<file path="config.mk">
export PLATFORM = sky130hd
export DESIGN_NAME = xnort_seqq
export DESIGN_NICKNAME = d
export VERILOG_FILES = /design/src/rtl/xnort_seqq.sv
export SDC_FILE = /design/constraint.sdc
export NUM_CORES = 1
export LEC_CHECK = 0
export CORE_MARGIN = 10
export CORE_UTILIZATION = 29
export CTS_CLUSTER_SIZE = 14
export DETAILED_ROUTE_END_ITERATION = 12
export PLACE_DENSITY_LB_ADDON = 0.2
export SLEW_MARGIN = 40
export SYNTH_ARGS = -nofsm -noshare
export SYNTH_HDL_FRONTEND = slang
export SYNTH_SLANG_ARGS = --single-unit
export TNS_END_PERCENT = 5
</file>
<file path="constraint.sdc">
create_clock -name clk -period 3.2 [get_ports clk]
set_clock_uncertainty 0.1 [all_clocks]
set_input_delay 0.64 -clock clk [delete_from_list [all_inputs] [get_ports clk]]
set_output_delay 0.64 -clock clk [all_outputs]
set_load 0.03 [all_outputs]
</file>
<file path="src/rtl/xnort_seqq.sv">
// xnort_seqq: bit-serial XNOR neuron bank.
// Each enabled cycle takes one input bit, data[idx]. Every neuron whose
// weight for that input is unmasked adds 1 when the bit agrees with the
// weight sign. After N steps, each sums slice holds that neuron's XNOR
// popcount. The result then stays frozen until reset.
// Optional build macro: XNORT_SEQQ_SAT_EN. When it is defined, each
// accumulator saturates at 2^B-1. When it is not defined, each
// accumulator wraps modulo 2^B.
module xnort_seqq #(
   parameter int N = 4,
   parameter int M = 4,
   parameter int B = 4,
   parameter logic [N*M-1:0] W_MASK = '1,
   parameter logic [N*M-1:0] W_SIGN = '1
) (
   input  logic           clk,
   input  logic           rst,
   input  logic [N-1:0]   data,
   input  logic           enable,
   output logic [B*M-1:0] sums,
   output logic           done
);

   localparam int IW = (N > 1) ? $clog2(N) : 1;
   localparam logic [IW-1:0] LAST_IDX = IW'(N - 1);

   logic [IW-1:0] r_idx;
   logic          r_done;
   logic          w_step;
   logic          w_data_bit;

   // A step happens only while enabled and before the last input is consumed.
   assign w_step     = enable & ~r_done;
   assign w_data_bit = data[r_idx];
   assign done       = r_done;

   // Step index and completion flag: idx freezes on the final step.
   always_ff @(posedge clk or negedge rst) begin
      if (!rst) begin
         r_idx  <= '0;
         r_done <= 1'b0;
      end else if (w_step) begin
         if (r_idx == LAST_IDX) begin
            r_done <= 1'b1;
         end else begin
            r_idx <= r_idx + IW'(1);
         end
      end
   end

   genvar gi;
   generate
      for (gi = 0; gi < M; gi = gi + 1) begin : g_neuron
         localparam logic [N-1:0] MASK_ROW = W_MASK[gi*N +: N];
         localparam logic [N-1:0] SIGN_ROW = W_SIGN[gi*N +: N];

         logic [B-1:0] r_acc;
         logic         w_term;
         logic [B-1:0] w_acc_next;

         // A masked-out weight contributes nothing, whatever the data bit is.
         assign w_term = MASK_ROW[r_idx] & ~(w_data_bit ^ SIGN_ROW[r_idx]);

`ifdef XNORT_SEQQ_SAT_EN
         assign w_acc_next = (&r_acc) ? r_acc : (r_acc + B'(w_term));
`else
         assign w_acc_next = r_acc + B'(w_term);
`endif

         // Accumulator: advances only on a real step and holds on a stall or after done.
         always_ff @(posedge clk or negedge rst) begin
            if (!rst) begin
               r_acc <= '0;
            end else if (w_step) begin
               r_acc <= w_acc_next;
            end
         end

         assign sums[B*gi +: B] = r_acc;
      end
   endgenerate

endmodule

</file>
Word-level counts from Yosys, hierarchy flattened
Index checks and enable logic that the tools add are counted.

Register bits after elaboration: 19. Latch bits: 0. Memory bits (writable): 0. Memory bits (read-only): 0. Input port bits: 7. Logic and storage cells: 25. Memories: 0.

Add/sub/neg operators: 5. Multipliers: 0. Div/mod/pow operators: 0. $lt $le $gt $ge: 1. Equality and inequality tests: 1. Shifts and indexed selects: 0. Mux-type cells: 4. Bitwise logic cells: 6. Reduce and logical (&&, ||, !) cells: 2.

Operator list (count): 4-bit by 1-bit adder with 4-bit output (4); 1-bit binary-select mux with 2-bit select (2); 2-bit AND reduction (2); 2-bit by 3-bit less-than comparator with 1-bit output (second input constant) (1); 1-bit inverter (3); 2-bit by 1-bit adder with 2-bit output (second input constant) (1); 1-bit bitwise AND (2); 2-bit equality test (second input constant) (1); 1-bit 2-to-1 mux (2); 1-bit bitwise XOR (1).

Logic depth before layout (Yosys ltp)
Gate-level depths: netlist of run 1.

Depth after elaboration: 6. Gate-level depth with buffers: 5.

Worst setup path before layout of run 1
Ideal clock, no wire load.

Kind: input -> register. Start point: in data[3]. End point: reg g_neuron[3].r_acc[1]. Setup time: 0.125 ns. Arrival time: 1.857 ns. Required time: 2.975 ns. Setup slack: 1.118 ns. Stages: 4. Buffers on the path: 0. Cells stage by stage: mux4_2 -> ha_1 -> ha_1 -> mux2_4.

Longest elaborated chain between the ends: 6.

Ends and longest elaborated chain: start: declaration (line 18) `input logic [N-1:0] data,`; 1-bit binary-select mux with 2-bit select (line 34) `assign w_data_bit = data[r_idx];`; 1-bit 2-to-1 mux (not written as such) (line 34); 1-bit bitwise XOR (line 62) `assign w_term = MASK_ROW[r_idx] & ~(w_data_bit ^ SIGN_ROW[r_idx]);`; 1-bit inverter (line 62); 1-bit bitwise AND (line 62); 4-bit by 1-bit adder with 4-bit output (line 67) `assign w_acc_next = r_acc + B'(w_term);`; net g_neuron[3].w_acc_next[1] (line 59) `logic [B-1:0] w_acc_next;`; end signal: assignment (line 75) `r_acc <= w_acc_next;`; end: declaration (line 57) `logic [B-1:0] r_acc;`.

The timed path passes the listed nets, and every way through them passes these cells. The select of a mux whose other input is x is not followed. A chain may end at the register's enable or synchronous reset.

Worst setup path in the final report of run 1
Ends and elaborated chain as after synthesis.

==> out/qor.tcl, run 1 <==
set qor(worstSetupStartpoint) {data[3]}
set qor(finalSetupViolCount) 0
set qor(via_count_of_the_first_global_routing_pass) 543
set qor(synth_area_um2) 910
set qor(route.vias.total) 537
set qor(cp.required_ns) 3.28
set qor(proportion_of_synthesized_chip_area_in_sequential_cells_pct) 52.3
set qor(post-route-period-util_pct) 70.0
set qor(placed_area_um2) 1160
set qor(vdd_ir_drop_max_v) 0.000279
set qor(port_buffers) 23
set qor(p_leak_nw) 0.501
set qor(cts-hold-fix-buffers) 0
set qor(share_seq_of_total_power_pct) 37.7
set qor(pre_cts_ws_ns) 0.632
set qor(post-cts-setup-buffer-count) 0
set qor(n_fill_cell) 314
set qor(final_antenna_net_count) 0
set qor(synth_area_per_cell_um2) 15.2
set qor(distinct_cell_type_count_of_the_synthesized_netlist) 13
set qor(cts_root_buf) {sky130_fd_sc_hd__clkbuf_4}
set qor(use_met1_pct) 6.65
set qor(report.final.slew_viol_count) 0
set qor(final_nets) 102
set qor(floorplan.initialDensity_pct) 30.0
set qor(tritoncts) {yes}
set qor(clock_tree_buffer_depth) 2
set qor(cp-start-kind) {input pin}
set qor(grt.overflow.total) 0
set qor(timing.critical_path.to_type) {register}
set qor(yosys.cell_count.top_type) {sky130_fd_sc_hd__dfrtp_1}
set qor(max-slew-margin-rel_pct) 70.5
set qor(num_ports) 24
set qor(hold_path_class) {in -> async}
set qor(cp-endpoint) {g_neuron[3].r_acc[1]}
set qor(antenna-diode-count) 0
set qor(synth-warning-count) 0
set qor(standard_cell_core_area_um2) 3030
set qor(routabilityCongestion) 0.644
set qor(routedWlPerCell_um) 11.9
set qor(grtUsageMet2_pct) 8.50
set qor(chipHeight_um) 76.0
set qor(cp.arrival_ns) 2.32
set qor(global_route.usage.met3_pct) 3.42
set qor(numClockSinks) 19
set qor(grt_antenna_before_repair) 0
set qor(grt_max_degree) 20
set qor(cts_max_level) 1
set qor(cts_inserted_buffers) 3
set qor(synth.ff_latch_count) 19
set qor(fp-row-count) 20
set qor(worst-r2r-cell-count) 4
set qor(postSynthCellCount) 60
set qor(max_cap_viol_count) 0
set qor(clock_group_share_of_total_power_pct) 10.0
set qor(synth_ff_type) {sky130_fd_sc_hd__dfrtp_1}
set qor(fin_tns_setup_ns) 0
set qor(run_status) {finished, final reports clean}
set qor(post-route-drc-count) 0
set qor(post_layout_worst_setup_margin_ns) 0.961
set qor(critical_path.max_fanout) 4
set qor(post_layout_nonfiller_instances) 129
set qor(synth.top_cells.by_area) {sky130_fd_sc_hd__dfrtp_1, sky130_fd_sc_hd__ha_1, sky130_fd_sc_hd__xnor2_1, sky130_fd_sc_hd__mux2_2, sky130_fd_sc_hd__mux2_4}
set qor(drt_iter0_markers) 20
set qor(design.die.area_um2) 5780
set qor(max_slew.worst_pin.slew_ns) 0.441
set qor(reg2reg_slack_ns) 1.25
set qor(yosys.area.top_type_share_pct) 52.3
set qor(via_per_inst) 4.16
set qor(sw_frac_of_total_pct) 41.3
set qor(synth.net_count) 76
set qor(holdWs_ns) 0.162
set qor(power.density_nw_per_um2) 996
set qor(route.final.wire_length_um) 1540
set qor(criticalPathCategory) {in -> reg}
set qor(rr_endpoint) {g_neuron[3].r_acc[1]}
set qor(finalHoldViolCount) 0
set qor(post_synth_most_frequent_cells) {sky130_fd_sc_hd__dfrtp_1, sky130_fd_sc_hd__ha_1, sky130_fd_sc_hd__xnor2_1}
set qor(area_growth_syn_to_layout_pct) 30.4
set qor(track_usage_pct) 5.63
set qor(layout-drive-gt1-share_pct) 21.2
set qor(post-dp-hpwl_um) 1240
set qor(placed_cells_incl_taps) 125
set qor(internal_power_uw) 694
set qor(crit-reg2reg-launch) {r_idx[0]}
set qor(yosys.area.top_type) {sky130_fd_sc_hd__dfrtp_1}
set qor(cts.repair.resized) 0
set qor(grt_most_used_layer) {met2}
set qor(ys_async_sr_fraction_pct) 100
set qor(first_pass_grt_wire_length_um) 2740
set qor(netSwitchingPower_uw) 487
set qor(achievable-frequency_ghz) 0.447
set qor(clkSlewWorstSetupHoldPaths_ns) 0.11
set qor(synth_edf_count) 0
set qor(drt_pre_antenna_iters) 2
set qor(period_needed_ns) 2.24
set qor(pwr-share-comb_pct) 52.3
set qor(setup_repair_after_global_routing_missed_its_margin) {no}
set qor(fin_area_um2) 1190
set qor(clkLatencyLatePin_ns) 0.29
set qor(die_x_um) 76.0
metrics by stage:
step	power, mW	util (%)
after floorplan	0.825	-
after detailed placement	1.09	38.3
after global routing	1.29	39.2
final	1.18	39.2
after global placement	1.07	38.4
after CTS	1.21	39.2
critical path: stages:
cell                              delay [ns]
sky130_fd_sc_hd__clkdlybuf4s50_1        0.39
sky130_fd_sc_hd__mux4_2                 0.53
sky130_fd_sc_hd__ha_1                   0.23
sky130_fd_sc_hd__ha_1                   0.27
sky130_fd_sc_hd__mux2_4                 0.25
cell type report:
class                      instances  area [µm²]  area share (%)
clock buffer                       3        22.5            1.90
clock inverter                     1        5.00           0.422
multi-input combinational         39         403            34.0
sequential                        19         475            40.1
tap                               44        55.1            4.64
timing repair buffer              23         225            19.0
sequential cells by signal (all words and copies together), names as in the netlist:
| name | count |
|---|---|
| done | 1 |
| g_neuron.r_acc | 16 |
| r_idx | 2 |
power by group through the flow:
stage | Combinational [mW] | Clock [mW] | Sequential [mW]
6_report | 0.618 | 0.118 | 0.445
2_1_floorplan | 0.198 | 0 | 0.628
3_3_place_gp | 0.624 | 0 | 0.450
5_1_grt | 0.681 | 0.139 | 0.467
3_5_place_dp | 0.633 | 0 | 0.455
4_1_cts | 0.632 | 0.128 | 0.450
worst min path at each step:
stage | to | slack [ns] | cells past startpoint
6_report | g_neuron[2].r_acc[3] | 0.16 | 1
5_1_grt | g_neuron[2].r_acc[3] | 0.17 | 1
4_1_cts | g_neuron[2].r_acc[3] | 0.16 | 1
3_5_place_dp | g_neuron[2].r_acc[3] | 0.36 | 1
3_3_place_gp | g_neuron[2].r_acc[3] | 0.36 | 1
2_1_floorplan | done | 0.24 | 0
cell usage in the layout (no fill, tap or decap), drive strengths merged:
| master | instances |
|---|---|
| dfrtp | 19 |
| ha | 9 |
| buf | 1 |
| clkinv | 1 |
| xor2 | 1 |
| clkbuf | 3 |
| clkdlybuf4s50 | 22 |
| mux4 | 1 |
| nor2b | 2 |
| mux2 | 9 |
| xnor2 | 8 |
| a21o | 1 |
| nand2 | 4 |
| nand4 | 4 |
cell families (layout without fill, tap and decap cells):
kind of cell,Yosys count,count (layout),share of synthesized area (%)
AOI/OAI and AO/OA,1,1,0.963
xor gates and xnor gates,9,9,8.67
adders and majority gates,9,9,12.4
buffers and inverters,2,27,3.44
DFF,19,19,52.3
muxes,10,10,14.9
and+or+nand+nor,10,10,7.43
layer usage:
metal / up-vias / part of all wire, %
met4: 0 / 0.65
met1: 260 / 47
met2: 17 / 44
li1: 258 / -
met3: 2 / 8.3
met5: - / 0
Note: power is estimated with default switching activity, not from simulation.
==> run 2, diff against run 1 <==
- clock period: 3.2 -> 1.85 ns (I/O delays scaled with it)
==> out/qor.tcl, run 2 (synthesis gave the netlist of run 1 again) <==
set qor(post_layout_worst_setup_margin_ns) -0.0403 ;# was 0.961 ns
set qor(number_of_flip_flops_under_the_largest_register_name) 16 ;# unchanged
set qor(max_cap_viol_count) 0 ;# unchanged
set qor(cts_max_level) 1 ;# unchanged
set qor(period_needed_ns) 1.89
set qor(timing.critical_path.to_type) {register} ;# unchanged
set qor(criticalPathCategory) {reg -> reg} ;# was in -> reg
set qor(sw_frac_of_total_pct) 43.6 ;# was 41.3%
set qor(die_x_um) 76.0 ;# unchanged
set qor(vdd_ir_drop_max_v) 0.000674 ;# was 0.000279 V
set qor(run_status) {finished with violations} ;# was finished, final reports clean
set qor(internal_power_mw) 1.23 ;# was 694 µW
set qor(post-layout-total-power_mw) 2.18 ;# was 1.18 mW
set qor(grt_antenna_before_repair) 0 ;# unchanged
set qor(placed_area_um2) 1220 ;# was 1160 µm²
set qor(clkSlewWorstSetupHoldPaths_ns) 0.11 ;# about the same
set qor(via_count_of_the_first_global_routing_pass) 628 ;# was 543
set qor(met3RoutedLength_um) 133 ;# was 128 µm
set qor(fp-row-count) 20 ;# unchanged
set qor(antenna-diode-count) 0 ;# unchanged
set qor(max_flop_register) {g_neuron.r_acc} ;# unchanged
set qor(route.final.wire_length_um) 1680 ;# was 1540 µm
set qor(clkLatencyLatePin_ns) 0.30 ;# was 0.29 ns
set qor(p_leak_nw) 0.599 ;# was 0.501 nW
set qor(sum_of_routed_wire_segments_on_met1_um) 786 ;# was 720 µm
set qor(cp.arrival_ns) 1.97 ;# was 2.32 ns
set qor(met2RoutedLength_um) 740 ;# was 680 µm
set qor(tritoncts) {yes} ;# unchanged
set qor(track_usage_pct) 5.98 ;# was 5.63%
set qor(holdWs_ns) 0.289 ;# was 0.162 ns
set qor(setup_repair_after_global_routing_missed_its_margin) {yes} ;# was no
set qor(routedWlPerCell_um) 12.6 ;# was 11.9 µm
set qor(cts-hold-fix-buffers) 0 ;# unchanged
set qor(max-slew-margin-rel_pct) 76.8 ;# was 70.5%
set qor(maxUsedRoutingLayer) {met4} ;# unchanged
set qor(standard_cell_core_area_um2) 3030 ;# unchanged
set qor(finalHoldViolCount) 0 ;# unchanged
set qor(violations) {negative setup slack}
set qor(max_slew.worst_pin.slew_ns) 0.347 ;# was 0.441 ns
set qor(hold_path_class) {in -> async} ;# unchanged
set qor(cts_inserted_buffers) 3 ;# unchanged
set qor(chipHeight_um) 76.0 ;# unchanged
set qor(area_growth_syn_to_layout_pct) 45.8 ;# was 30.4%
set qor(clock_group_share_of_total_power_pct) 9.5 ;# was 10.0%
set qor(share_seq_of_total_power_pct) 37.1 ;# was 37.7%
set qor(post-route-drc-count) 0 ;# unchanged
set qor(via_per_inst) 4.30 ;# was 4.16
set qor(routabilityCongestion) 0.684 ;# was 0.644
set qor(layout-drive-gt1-share_pct) 32.6 ;# was 21.2%
set qor(post-route-period-util_pct) 102
set qor(final_antenna_net_count) 0 ;# unchanged
set qor(num_ports) 24 ;# unchanged
set qor(report.final.slew_viol_count) 0 ;# unchanged
set qor(clock_tree_buffer_depth) 2 ;# unchanged
set qor(port_buffers) 23 ;# unchanged
set qor(achievable-frequency_ghz) 0.529
set qor(post-dp-hpwl_um) 1280 ;# was 1240 µm
set qor(first_pass_grt_wire_length_um) 2860 ;# was 2740 µm
set qor(design.die.area_um2) 5780 ;# unchanged
set qor(fin_area_um2) 1330 ;# was 1190 µm²
set qor(worst-r2r-cell-count) 4 ;# unchanged
set qor(floorplan.initialDensity_pct) 30.0 ;# unchanged
set qor(cp.required_ns) 1.93 ;# was 3.28 ns
set qor(grt_max_degree) 20 ;# unchanged
set qor(critical_path.max_fanout) 4 ;# unchanged
set qor(finalSetupViolCount) 4 ;# was 0
set qor(rr_endpoint) {g_neuron[1].r_acc[1]} ;# was g_neuron[3].r_acc[1]
set qor(cp-start-kind) {register} ;# was input pin
set qor(power.density_nw_per_um2) 1650 ;# was 996 nW/µm²
set qor(most-common-layout-cells) {sky130_fd_sc_hd__dfrtp_1, sky130_fd_sc_hd__dlygate4sd2_1, sky130_fd_sc_hd__xnor2_1, sky130_fd_sc_hd__ha_4, sky130_fd_sc_hd__mux2_4} ;# was sky130_fd_sc_hd__clkdlybuf4s50_1, sky130_fd_sc_hd__dfrtp_1, sky130_fd_sc_hd__ha_1
set qor(numClockSinks) 19 ;# unchanged
set qor(netSwitchingPower_uw) 951 ;# was 487 µW
set qor(grt.overflow.total) 0 ;# unchanged
set qor(route.vias.total) 572 ;# was 537
set qor(cts_root_buf) {sky130_fd_sc_hd__clkbuf_4} ;# unchanged
set qor(final_nets) 106 ;# was 102
set qor(crit-reg2reg-launch) {r_idx[0]} ;# unchanged
set qor(drt_pre_antenna_iters) 4 ;# was 2
set qor(drt_iter0_markers) 27 ;# was 20
set qor(reg2reg_slack_ns) -0.04 ;# was 1.25 ns
set qor(pwr-share-comb_pct) 53.4 ;# was 52.3%
## run 2: cell count changes in the layout (fill, tap and decap cells not counted), sizes merged
cell / before / now
dlygate4sd2: 0 / 19
dlymetal6s2s: 0 / 2
clkdlybuf4s50: 22 / 2
buf: 1 / 4
## run 2: what timing repair did
action,in CTS,in global routing
buffers inserted,0,0
pin swaps,4,4
resized for setup,30,2
endpoints found under the setup margin,20,6
## run 2: worst max path at each step
| stage | cells past startpoint | end | slack [ns] | startpoint |
|---|---|---|---|---|
| 3_5_place_dp | 5 | g_neuron[1].r_acc[1] | -0.42 | data[0] |
| 6_report | 4 | g_neuron[1].r_acc[1] | -0.04 | r_idx[0] |
| 2_1_floorplan | 4 | g_neuron[3].r_acc[1] | -0.01 | r_idx[0] |
| 5_1_grt | 4 | g_neuron[1].r_acc[1] | -0.1 | r_idx[0] |
| 3_3_place_gp | 5 | g_neuron[1].r_acc[1] | -0.40 | data[3] |
| 4_1_cts | 4 | g_neuron[1].r_acc[1] | -0.07 | r_idx[0] |
## run 2: per-layer routing
layer	track usage, %	vias up
li1	-	266
met1	6.46	285
met2	9.35	19
met3	3.54	2
met4	2.27	0
met5	0	-
## run 2: critical path, stage by stage, from the launching register on
cell	delay [ns]
sky130_fd_sc_hd__dfrtp_1	0.38
sky130_fd_sc_hd__mux4_2	0.64
sky130_fd_sc_hd__ha_4	0.22
sky130_fd_sc_hd__ha_4	0.20
sky130_fd_sc_hd__mux2_4	0.25
## run 2: stage by stage
| stage | setup slack (ns) | std cells | TNS, ns | utilization, % |
|---|---|---|---|---|
| after floorplan | -0.0130 | 60 | -0.0477 | - |
| after global placement | -0.400 | 129 | -3.39 | 40.2 |
| after detailed placement | -0.424 | 129 | -3.61 | 40.2 |
| after CTS | -0.0725 | 133 | -0.299 | 43.6 |
| after global routing | -0.0973 | 133 | -0.315 | 43.8 |
| final | -0.0403 | 133 | -0.108 | 43.8 |
## run 2: area by class of cell
class | instances | area [µm²]
Tap cell | 44 | 55.1
Clock inverter | 1 | 5.00
Sequential cell | 19 | 475
Timing Repair Buffer | 27 | 254
Multi-Input combinational cell | 39 | 514
Clock buffer | 3 | 22.5
Fill cell | 284 | 1700
## run 2: power by group through the flow
stage               registers [mW]  clock network, mW  logic, mW
finish                       0.811              0.206       1.17
global route                 0.844              0.238       1.30
CTS                          0.813              0.218       1.19
detailed placement           0.787                  0       1.14
global placement             0.771                  0       1.11
floorplan                     1.09                  0      0.351
==> run 3, diff against run 2 <==
- CTS_CLUSTER_SIZE: 14 -> 12
==> results of run 3 <==
Final layout, timing and power as in run 2 (identical DEF).
